==> src/rtl/ide_xfer_engine.sv <==
// IDE device-side data-phase engine: moves words between the host data register and a
// word buffer using PIO strobes or multiword DMA bursts with a DMARQ/DMACK handshake.
module ide_xfer_engine #(
    parameter int ADDR_W    = 8,
    parameter int DATA_W    = 16,
    parameter int BURST     = 16,
    parameter int PAUSE_CYC = 4
) (
    input  logic              clk,
    input  logic              rst,
    input  logic              dior_n,
    input  logic              diow_n,
    input  logic              dmack_n,
    input  logic              data_sel,
    input  logic [DATA_W-1:0] dd_in,
    output logic [DATA_W-1:0] dd_out,
    output logic              dmarq,
    input  logic              start,
    input  logic              dir,
    input  logic              dma_mode,
    input  logic [ADDR_W:0]   count,
    input  logic              abort,
    output logic [ADDR_W-1:0] buf_addr,
    output logic [DATA_W-1:0] buf_wdata,
    output logic              buf_we,
    input  logic [DATA_W-1:0] buf_rdata,
    output logic              busy,
    output logic              done,
    output logic [ADDR_W:0]   pos
);
    localparam int PCW = (PAUSE_CYC < 2) ? 1 : $clog2(PAUSE_CYC);
    localparam logic [PCW-1:0] PMAX = PCW'(PAUSE_CYC - 1);

    typedef enum logic [2:0] {
        S_IDLE,
        S_PIO,
        S_DMA_REQ,
        S_DMA_PAUSE,
        S_DONE
    } state_t;

    state_t              state_q;
    logic                dir_q, dma_q, busy_q, done_q, dmarq_q;
    logic [ADDR_W:0]     cnt_q, pos_q, bcnt_q;
    logic [PCW-1:0]      pcnt_q;
    logic [DATA_W-1:0]   dd_out_q, dd_q;
    logic                rd_q, rd_qq, wr_q, wr_qq, sel_q, ack_q;

    logic                stb_q, stb_qq, qual, rise, fall, active, cmpl;
    logic                last_burst, last_xfer;
    logic [ADDR_W:0]     pos_d;

    // Edges are seen between the two strobe stages; qualifiers and data share the first stage.
    assign stb_q      = dir_q ? wr_q  : rd_q;
    assign stb_qq     = dir_q ? wr_qq : rd_qq;
    assign qual       = dma_q ? ~ack_q : sel_q;
    assign rise       = stb_q & ~stb_qq & qual;
    assign fall       = ~stb_q & stb_qq & qual;
    assign active     = (state_q == S_PIO) || (state_q == S_DMA_REQ);
    assign cmpl       = active & rise;
    assign pos_d      = pos_q + {{ADDR_W{1'b0}}, 1'b1};
    assign last_burst = (BURST != 0) && (32'(bcnt_q) == 32'(BURST - 1));
    assign last_xfer  = (pos_q == cnt_q - {{ADDR_W{1'b0}}, 1'b1});

    assign buf_addr  = pos_q[ADDR_W-1:0];
    assign buf_wdata = dd_q;
    assign buf_we    = cmpl & dir_q & ~abort;
    assign dd_out    = dd_out_q;
    assign dmarq     = dmarq_q;
    assign busy      = busy_q;
    assign done      = done_q;
    assign pos       = pos_q;

    always_ff @(posedge clk) begin
        if (rst) begin
            state_q  <= S_IDLE;
            dir_q    <= 1'b0;
            dma_q    <= 1'b0;
            busy_q   <= 1'b0;
            done_q   <= 1'b0;
            dmarq_q  <= 1'b0;
            cnt_q    <= '0;
            pos_q    <= '0;
            bcnt_q   <= '0;
            pcnt_q   <= '0;
            dd_out_q <= '0;
            dd_q     <= '0;
            rd_q     <= 1'b1;
            rd_qq    <= 1'b1;
            wr_q     <= 1'b1;
            wr_qq    <= 1'b1;
            sel_q    <= 1'b0;
            ack_q    <= 1'b1;
        end else begin
            rd_q     <= dior_n;
            rd_qq    <= rd_q;
            wr_q     <= diow_n;
            wr_qq    <= wr_q;
            sel_q    <= data_sel;
            ack_q    <= dmack_n;
            dd_q     <= dd_in;
            dd_out_q <= buf_rdata;
            done_q   <= 1'b0;

            if (abort && state_q != S_IDLE) begin
                state_q <= S_IDLE;
                dmarq_q <= 1'b0;
                busy_q  <= 1'b0;
            end else begin
                case (state_q)
                    S_IDLE: begin
                        if (start && !abort) begin
                            dir_q  <= dir;
                            dma_q  <= dma_mode;
                            cnt_q  <= count;
                            pos_q  <= '0;
                            bcnt_q <= '0;
                            busy_q <= 1'b1;
                            if (count == '0) begin
                                state_q <= S_DONE;
                            end else if (dma_mode) begin
                                state_q <= S_DMA_REQ;
                                dmarq_q <= 1'b1;
                            end else begin
                                state_q <= S_PIO;
                            end
                        end
                    end
                    S_PIO: begin
                        if (cmpl) begin
                            pos_q <= pos_d;
                            if (pos_d == cnt_q) state_q <= S_DONE;
                        end
                    end
                    S_DMA_REQ: begin
                        // Drop the request as the final word of a burst starts, not when it ends.
                        if (fall && (last_burst || last_xfer)) dmarq_q <= 1'b0;
                        if (cmpl) begin
                            pos_q  <= pos_d;
                            bcnt_q <= bcnt_q + {{ADDR_W{1'b0}}, 1'b1};
                            if (pos_d == cnt_q) begin
                                state_q <= S_DONE;
                                dmarq_q <= 1'b0;
                            end else if (last_burst) begin
                                state_q <= S_DMA_PAUSE;
                                bcnt_q  <= '0;
                                pcnt_q  <= '0;
                                dmarq_q <= 1'b0;
                            end
                        end
                    end
                    S_DMA_PAUSE: begin
                        if (pcnt_q == PMAX) begin
                            if (ack_q) begin
                                state_q <= S_DMA_REQ;
                                dmarq_q <= 1'b1;
                            end
                        end else begin
                            pcnt_q <= pcnt_q + {{(PCW-1){1'b0}}, 1'b1};
                        end
                    end
                    S_DONE: begin
                        done_q  <= 1'b1;
                        busy_q  <= 1'b0;
                        state_q <= S_IDLE;
                    end
                    default: state_q <= S_IDLE;
                endcase
            end
        end
    end
endmodule

==> config.mk <==
export PLATFORM = sky130hd
export DESIGN_NAME = ide_xfer_engine
export DESIGN_NICKNAME = d
export VERILOG_FILES = /design/src/rtl/ide_xfer_engine.sv
export SDC_FILE = /design/constraint.sdc
export NUM_CORES = 1
export LEC_CHECK = 0
export BUFFER_PORTS_ARGS = -buffer_cell sky130_fd_sc_hd__buf_4
export CAP_MARGIN = 5
export CORE_MARGIN = 2
export CORE_UTILIZATION = 40
export CTS_CLUSTER_DIAMETER = 150
export DETAILED_ROUTE_END_ITERATION = 10
export HOLD_SLACK_MARGIN = 0.03
export PLACE_DENSITY = 0.74
export SLEW_MARGIN = 25
export SYNTH_ARGS = -nofsm -noshare
export SYNTH_HDL_FRONTEND = slang
export SYNTH_SLANG_ARGS = --single-unit
==> constraint.sdc <==
create_clock -name clk -period 4.4 [get_ports clk]
set_input_delay 0.22 -clock clk [delete_from_list [all_inputs] [get_ports clk]]
set_output_delay 0.22 -clock clk [all_outputs]
set_load 0.02 [all_outputs]
-- Word-level counts from Yosys, hierarchy flattened
Cells that the tools add are included.
- register bits: 75
- add/sub/neg operators: 4
- mux-type cells: 39
- bitwise logic cells: 12
- equality and inequality tests: 21
- reduce and logical (&&, ||, !) cells: 23
- operator list (operator ; count):
    2-to-1 mux 9 bit ; 5
    case mux 9 bit (2 select lines) ; 2
    2-to-1 mux 3 bit ; 9
    inequality test 2 bit (second input constant) ; 10
    adder 9 x 1 -> 9 bit (second input constant) ; 2
    == test 9 bit ; 2
    2-to-1 mux 1 bit ; 14
    case mux 3 bit (4 select lines) ; 1
    AND reduction 6 bit ; 2
    2-to-1 mux 2 bit ; 5
    == test 9 x 4 -> 1 bit (second input constant) ; 1
    zero test 9 bit ; 1
    subtractor 9 x 1 -> 9 bit (second input constant) ; 1
    AND reduction 4 bit ; 2
    nonzero test 2 bit ; 4
    AND 1 bit ; 7
    AND reduction 7 bit ; 1
    == test 3 x 2 -> 1 bit (second input constant) ; 2
    nonzero test 3 bit ; 2
    inverter 1 bit ; 5
    inequality test 2 x 1 -> 1 bit (second input constant) ; 2
    case mux 2 bit (2 select lines) ; 1
    OR reduction 2 bit ; 2
    == test 3 x 1 -> 1 bit (second input constant) ; 1
    other kinds (12) ; 15

-- Depth between registers and ports, before layout
Gate-level depths: netlist of the first run.
- depth after elaboration: 10
- gate-level depth with buffers: 8
- mapped depth without buffers: 8

-- Worst setup path before layout of the first run
No wires, ideal clock.
- kind: register -> register
- start: reg pos_q[0] (netlist: pos[0])
- end: reg pcnt_q[0]
- setup slack: 2.098 ns
- arrival: 2.211 ns
- setup time: 0.091 ns
- data required time: 4.309 ns
- path buffers: 1
- cell stages (with the launch flop): 9
- clock period less this slack: 2.302 ns
- cells stage by stage: dfxtp_1 ha_1 nand3_1 a211o_1 and4bb_1 nor4_4 buf_4 o21ai_1 a311oi_1
- longest elaborated chain between the ends: 4
- RTL lines (element ; RTL line ; RTL):
    start: declaration ; 44 ; logic [ADDR_W:0] cnt_q, pos_q, bcnt_q;
    start signal: assignment ; 131 ; pos_q <= pos_d;
    start signal: assignment ; 139 ; pos_q <= pos_d;
    adder 9 x 1 -> 9 bit ; 61 ; assign pos_d = pos_q + {{ADDR_W{1'b0}}, 1'b1};
    == test 9 bit ; 141 ; if (pos_d == cnt_q) begin
    inequality test 2 bit (no source line) ; n/a ;
    AND reduction 6 bit (no source line) ; n/a ;
    end signal: assignment ; 159 ; pcnt_q <= pcnt_q + {{(PCW-1){1'b0}}, 1'b1};
    end: declaration ; 45 ; logic [PCW-1:0] pcnt_q;
Every way passes these cells.
A chain may end at the register's enable or synchronous reset.

-- Final worst setup path of the first run
- start: reg pos_q[0] (netlist: pos[0])
- end: reg state_q[0]
- longest elaborated chain between the ends: 5
- RTL lines (element ; RTL line ; RTL):
    adder 9 x 1 -> 9 bit * ; 61 ;
    == test 9 bit * ; 132, 141 ;
    2-to-1 mux 3 bit ; 141 ;
    2-to-1 mux 3 bit ; 138 ; if (cmpl) begin
    case mux 3 bit (4 select lines) ; 110 ; case (state_q)
    end signal: assignment ; 132 ; if (pos_d == cnt_q) state_q <= S_DONE;
    end signal: assignment ; 142 ; state_q <= S_DONE;
    end signal: assignment ; 145 ; state_q <= S_DMA_PAUSE;
    end: declaration ; 42 ; state_t state_q;
Mark *: on every way between the ends. The rest lies on a longest branch, timed or not. The select of a mux whose other input is x is not followed.

==> reports/results.ini, run 1 <==
[status]
status = complete, no violations

[routing]
wl_per_cell_um = 14.65
viasPerCell = 5.458
first_pass_iters = 4
ant_nets = 0
drcViolationCount = 0
drtIter0Drc = 216
drt-total-wl_um = 9186
vias = 3422

[finish]
antenna_cells = 0
area_growth_pct = 25.25
stdcell_area_sq_um = 4631
drive_above_1_share_pct = 25.58
layout_commonest_cell = buf_4
final_cell_mix = 104 x buf_4, 75 x dfxtp_1, 42 x nor2b_1
fin_cells = 627
final_nets = 567

[timing]
slew_viol_final = 0
max_freq_ghz = 0.3786
period_needed_ps = 2641
finalSetupViolCount = 0
rsz0062_at_grt = no
finalHoldViolCount = 0
fin_crit_sh_pct = 60.03
maxSlewHeadroom_pct = 33.64
tightest_slew_ps = 987.1
fin_setup_tns_ps = 0
fin_skew_ps = 10.04

[logic_synthesis]
synthFlopType = dfxtp_1
yosysUniqueCellTypes = 67
ys_warn_count = 0
postSynth.asyncResetShare_pct = 0
synth_seq_area_share_pct = 40.61
synthCells = 432
postSynthAreaPerCell_sq_um = 8.559
ys_ff_latch = 75
netlist_area_sq_um = 3697
syn_nets = 487
synth_edf_count = 0

[floorplanning]
core_sq_um = 9109
die_w_um = 100.1
start_util_pct = 40.59
rows = 35
die_h_um = 100.1
die_area_sq_um = 10030
io_pins = 104

[worst_hold_path]
worstHoldPathType = primary input to flop
hold_start = diow_n
holdPathStages = 2

[global_routing]
grt_use_total_pct = 18.68
grt_max_degree = 80
antenna_found_initial = 0
grt_pass1_vias = 3386
grt.overflow.total = 0
grt_pass1_wl_um = 15170

[critical_path]
crit_arrival_ps = 2910
critPathLaunch = pos[0]$_SDFFE_PP0P_
required_ps = 4670
crit_type = flop to flop
rr_startpoint = pos[0]$_SDFFE_PP0P_
worstSetupEndpointType = flop
rr_worst_depth = 7
cp_max_fo = 12
start_kind = flop

[power_and_ir_drop]
fin_total_pwr_w = 0.001934
swShare_pct = 35.35
clkPwrFrac_pct = 27.0
p_int_w = 0.001250
p_switching_w = 0.0006838
powerDensity_nw_per_um2 = 417.7
power.static_leakage_nw = 1.947
power_frac_comb_pct = 32.0
peakVddDrop_mv = 0.1970
pwr-share-seq_pct = 41.0

[clock_tree]
ctsHoldBuffers = 0
cts_tree = yes
post-cts-setup-buffer-count = 0
cts_buffer_depth = 2
cts_root_buf = clkbuf_8
cts-htree-levels = 3
clk_latency_ps = 350
path_clk_slew_ps = 80
cts_sinks = 75
numCtsBuffers = 9
cts.repair.resized = 0

[placed_design]
placed_cells = 612
dpl-instance-area_sq_um = 4438
port_buffers = 103
dpl.hpwl_um = 6752
gp_congestion = 0.8827

[flow_run]
max-cap-violations = 0

[stage by stage]
stage / worst slack, ps / util (%) / hold WS [ps]
after detailed placement: 1785 / 48.72 / 411.8
after CTS: 1782 / 50.84 / 44.61
after floorplan: 2098 / - / 323.8
final: 1759 / 50.84 / 58.29
after global placement: 1898 / 48.72 / 407.3
after global routing: 1527 / 50.84 / 43.53
[power by group through the flow]
stage                     Combinational (W)  Clock [W]  Sequential [W]
after detailed placement           0.000610          0        0.000807
after CTS                          0.000613   0.000541        0.000792
after floorplan                    0.000439          0        0.000801
after global routing               0.000688   0.000568        0.000801
final                              0.000620   0.000521        0.000793
after global placement             0.000602          0        0.000803
[flip-flops by register name (all words and copies together), names as in the netlist]
name / flops
rd_qq: 1
sel_q: 1
bcnt_q: 9
pos: 9
cnt_q: 9
dd_out: 16
busy: 1
wr_qq: 1
buf_wdata: 16
wr_q: 1
rd_q: 1
dmarq: 1
state_q: 3
done: 1
dma_q: 1
pcnt_q: 2
dir_q: 1
ack_q: 1
[synth_stat cells (all sizes together) (3+ instances only)]
master	n	share of area, %
nor2	26	2.6
a31oi	6	1.0
mux2i	3	0.81
o211ai	3	0.74
o21ai	14	2.0
nand2	29	2.9
a32o	4	1.1
nor4	9	2.1
a211oi	4	0.81
xnor2	6	1.4
o2111ai	7	1.7
or2	7	1.2
dfxtp	75	41
and3	4	0.68
or3	4	0.68
nand3b	3	0.61
or4	5	1.0
clkbuf	16	1.6
and2	4	0.68
nor2b	42	7.1
xor2	8	1.9
nor3	12	1.6
nand3	22	3.0
inv	11	1.1
a21oi	35	4.7
nand2b	7	1.2
a21o	5	1.0
buf	19	3.2
ha	4	1.4
[routing by layer]
metal | GRT usage (%) | share of wire [%]
met1 | 22.58 | 43
met2 | 30.20 | 47
met3 | 6.616 | 7.8
met4 | 7.798 | 2.2
met5 | 0 | 0
[critical path, stage by stage (launching register included)]
cell and delay (ps):
dfxtp_1 500, ha_1 300, nand3_1 180, a211o_1 320, and4bb_1 240, nor4_4 590, o31ai_1 210, o22ai_1 220
[final cells by class]
cell class              instances  area [sq um]
fillers                       875          4478
multi-input cells             311          1976
flip-flops and latches         75          1501
repair buffers                104         780.7
clock buffers                  11         141.4
well taps                     111         138.9
clock inverters                 4         51.30
inverters                      11         41.29
[path summary, 6_finish.rpt]
check	to	slack [ps]
setup / recovery	state_q[0]$_SDFFE_PP0P_	1760
hold / removal	wr_q$_SDFF_PP1_	60
setup reg to reg	state_q[0]$_SDFFE_PP0P_	1760
hold reg to reg	busy$_SDFFE_PP0P_	460
[cells by family after synthesis]
| group | Yosys count | synth area share, % |
|---|---|---|
| simple gates | 186 | 28.26 |
| compound gates | 103 | 19.39 |
| flops | 75 | 40.61 |
| buf+inv | 46 | 5.956 |
| xor+xnor | 14 | 3.316 |
| mux | 4 | 1.117 |
| fa+ha+maj | 4 | 1.354 |
Power figures use the tool's default switching activity.
==> run 2: changes to the inputs <==
--- a/config.mk
+++ b/config.mk
@@ -12,7 +12,7 @@
 export CTS_CLUSTER_DIAMETER = 150
 export DETAILED_ROUTE_END_ITERATION = 10
 export HOLD_SLACK_MARGIN = 0.03
-export PLACE_DENSITY = 0.74
+export PLACE_DENSITY = 0.76
 export SLEW_MARGIN = 25
 export SYNTH_ARGS = -nofsm -noshare
 export SYNTH_HDL_FRONTEND = slang
==> constraint.sdc (replaced) <==
create_clock -name clk -period 2.4 [get_ports clk]
set_input_delay 0.12 -clock clk [delete_from_list [all_inputs] [get_ports clk]]
set_output_delay 0.12 -clock clk [all_outputs]
set_load 0.02 [all_outputs]
==> run 2 against run 1 <==
Against the previous run:
- sequential share of layout area down 4.0 points
- critical path depth up 2
- global-route usage up 2.8 points
- maximum frequency up 14%
- count of clock-buffer cells in the layout down 2
- via count up 9.9%
- non-clock buffer count up 69
- critical path type unchanged
- highest routed layer unchanged
==> reports/results.ini, run 2 (synthesis gave the netlist of run 1 again) <==
[routing]
wl_per_cell_um = 15.12  ; was 14.65 um
first_pass_iters = 5  ; was 4
ant_nets = 0  ; unchanged
vias = 3760  ; was 3,422
viasPerCell = 5.395  ; was 5.458
drcViolationCount = 0  ; unchanged
drt-total-wl_um = 10540  ; was 9186 um
drtIter0Drc = 245  ; was 216

[timing]
max_freq_ghz = 0.4332  ; was 0.3786 GHz
finalSetupViolCount = 0  ; unchanged
tightest_slew_ps = 782.8  ; was 987.1 ps
hold_slack_ps = 51.06  ; was 58.29 ps
slew_viol_final = 0  ; unchanged
fin_crit_sh_pct = 96.19  ; was 60.03%
maxSlewHeadroom_pct = 47.82  ; was 33.64%
rsz0062_at_grt = no  ; unchanged
fin_skew_ps = 13.74  ; was 10.04 ps
period_needed_ps = 2309  ; was 2641 ps
finalHoldViolCount = 0  ; unchanged

[placed_design]
dpl.hpwl_um = 6985  ; was 6752 um
port_buffers = 103  ; unchanged
gp_congestion = 0.9382  ; was 0.8827

[floorplanning]
start_util_pct = 40.59  ; unchanged
die_h_um = 100.1  ; unchanged
core_sq_um = 9109  ; unchanged
rows = 35  ; unchanged
io_pins = 104  ; unchanged
die_w_um = 100.1  ; unchanged
die_area_sq_um = 10030  ; unchanged

[power_and_ir_drop]
swShare_pct = 36.21  ; was 35.35%
clkPwrFrac_pct = 27.7  ; was 27.0%
power.static_leakage_nw = 2.277  ; was 1.947 nW
peakVddDrop_mv = 0.5055  ; was 0.1970 mV
powerDensity_nw_per_um2 = 719.0  ; was 417.7 nW/um^2
fin_total_pwr_w = 0.003803  ; was 0.001934 W
pwr-share-seq_pct = 37.0  ; was 41.0%
power_frac_comb_pct = 35.3  ; was 32.0%
p_int_w = 0.002426  ; was 0.001250 W
p_switching_w = 0.001377  ; was 0.0006838 W

[global_routing]
grt.overflow.total = 0  ; unchanged
grt_max_degree = 80  ; unchanged
antenna_found_initial = 0  ; unchanged
grt_pass1_wl_um = 17130  ; was 15,170 um
grt_use_total_pct = 21.51  ; was 18.68%
grt_pass1_vias = 3666  ; was 3,386

[critical_path]
required_ps = 2630  ; was 4670 ps
cp_max_fo = 6  ; was 12
crit_arrival_ps = 2530  ; was 2910 ps
start_kind = flop  ; unchanged
crit_type = flop to flop  ; unchanged
worstSetupEndpointType = flop  ; unchanged

[flow_run]
max-cap-violations = 0  ; unchanged

[finish]
drive_above_1_share_pct = 27.82  ; was 25.58%
antenna_cells = 0  ; unchanged
final_cell_mix = 129 x buf_4, 74 x dfxtp_1, 44 x dlygate4sd3_1  ; was 104 x buf_4, 75 x dfxtp_1, 42 x nor2b_1
area_growth_pct = 43.05  ; was 25.25%
final_nets = 636  ; was 567
layout_commonest_cell = buf_4  ; unchanged

[status]
status = complete, no violations  ; unchanged

[clock_tree]
cts_buffer_depth = 2  ; unchanged
path_clk_slew_ps = 90  ; was 80 ps
numCtsBuffers = 9  ; unchanged
cts_tree = yes  ; unchanged
cts_sinks = 75  ; unchanged
cts-htree-levels = 3  ; unchanged
cts_root_buf = clkbuf_8  ; unchanged
clk_latency_ps = 360  ; was 350 ps

[worst_hold_path]
worstHoldPathType = primary input to flop  ; unchanged

-- run 2: power by group through the flow --
stage | clock (W) | combinational [W] | sequential, W
finish | 0.00105 | 0.00134 | 0.00141
global route | 0.00113 | 0.00146 | 0.00142
CTS | 0.00108 | 0.00130 | 0.00141
detailed placement | 0 | 0.00124 | 0.00143
global placement | 0 | 0.00122 | 0.00143
floorplan | 0 | 0.000806 | 0.00147
-- run 2: timing repair --
item | in CTS | in global routing
gates resized for setup | 0 | 4
endpoints found under the setup margin | 3 | 5
endpoints found under the hold margin | 44 | 0
setup buffers | 0 | 4
pin swaps | 1 | 1
hold buffers | 44 | 0
-- run 2: worst paths after layout --
check                       from                       to  slack [ps]  cells after the start
max          pos[0]$_SDFFE_PP0P_  state_q[0]$_SDFFE_PP0P_          90                      9
min                     count[2]    cnt_q[2]$_SDFFE_PP0P_          50                      3
max reg2reg  pos[0]$_SDFFE_PP0P_  state_q[0]$_SDFFE_PP0P_          90                      9
min reg2reg    busy$_SDFFE_PP0P_        busy$_SDFFE_PP0P_         460                      2
-- run 2: through the flow --
stage	cells	setup WS (ps)	setup TNS, ps	cell area, sq um	utilization [%]
2_1_floorplan	432	98.34	0	3697	-
3_3_place_gp	633	112.3	0	4596	50.45
3_5_place_dp	633	-7.343	-7.343	4596	50.45
4_1_cts	693	22.57	0	5250	57.64
5_1_grt	697	10.17	0	5289	58.06
6_report	697	91.49	0	5289	58.06
-- run 2: final cells by class --
type | instances | area [sq um]
inverters | 11 | 41.29
fillers | 783 | 3820
clock inverters | 7 | 90.09
well taps | 111 | 138.9
repair buffers | 173 | 1409
clock buffers | 9 | 123.9
flip-flops and latches | 75 | 1503
multi-input cells | 311 | 1983
-- run 2: critical path, stage by stage, from the launching register on --
cell and delay [ps]:
dfxtp_1 320, ha_1 220, and3_2 260, nor4bb_2 280
and4bb_2 300, nor4_4 190, buf_4 190, buf_4 150
a2bb2oi_1 170, o22ai_1 90
-- run 2: layer usage --
metal | routed length [um] | GRT usage [%] | part of all wire (%) | vias up
met3 | 842 | 7.103 | 8.0 | 25
met1 | 4321 | 25.44 | 41 | 1727
met2 | 5135 | 36.86 | 49 | 162
li1 | - | - | - | 1846
met4 | 240 | 6.849 | 2.3 | 0
met5 | 0 | 0 | 0 | -
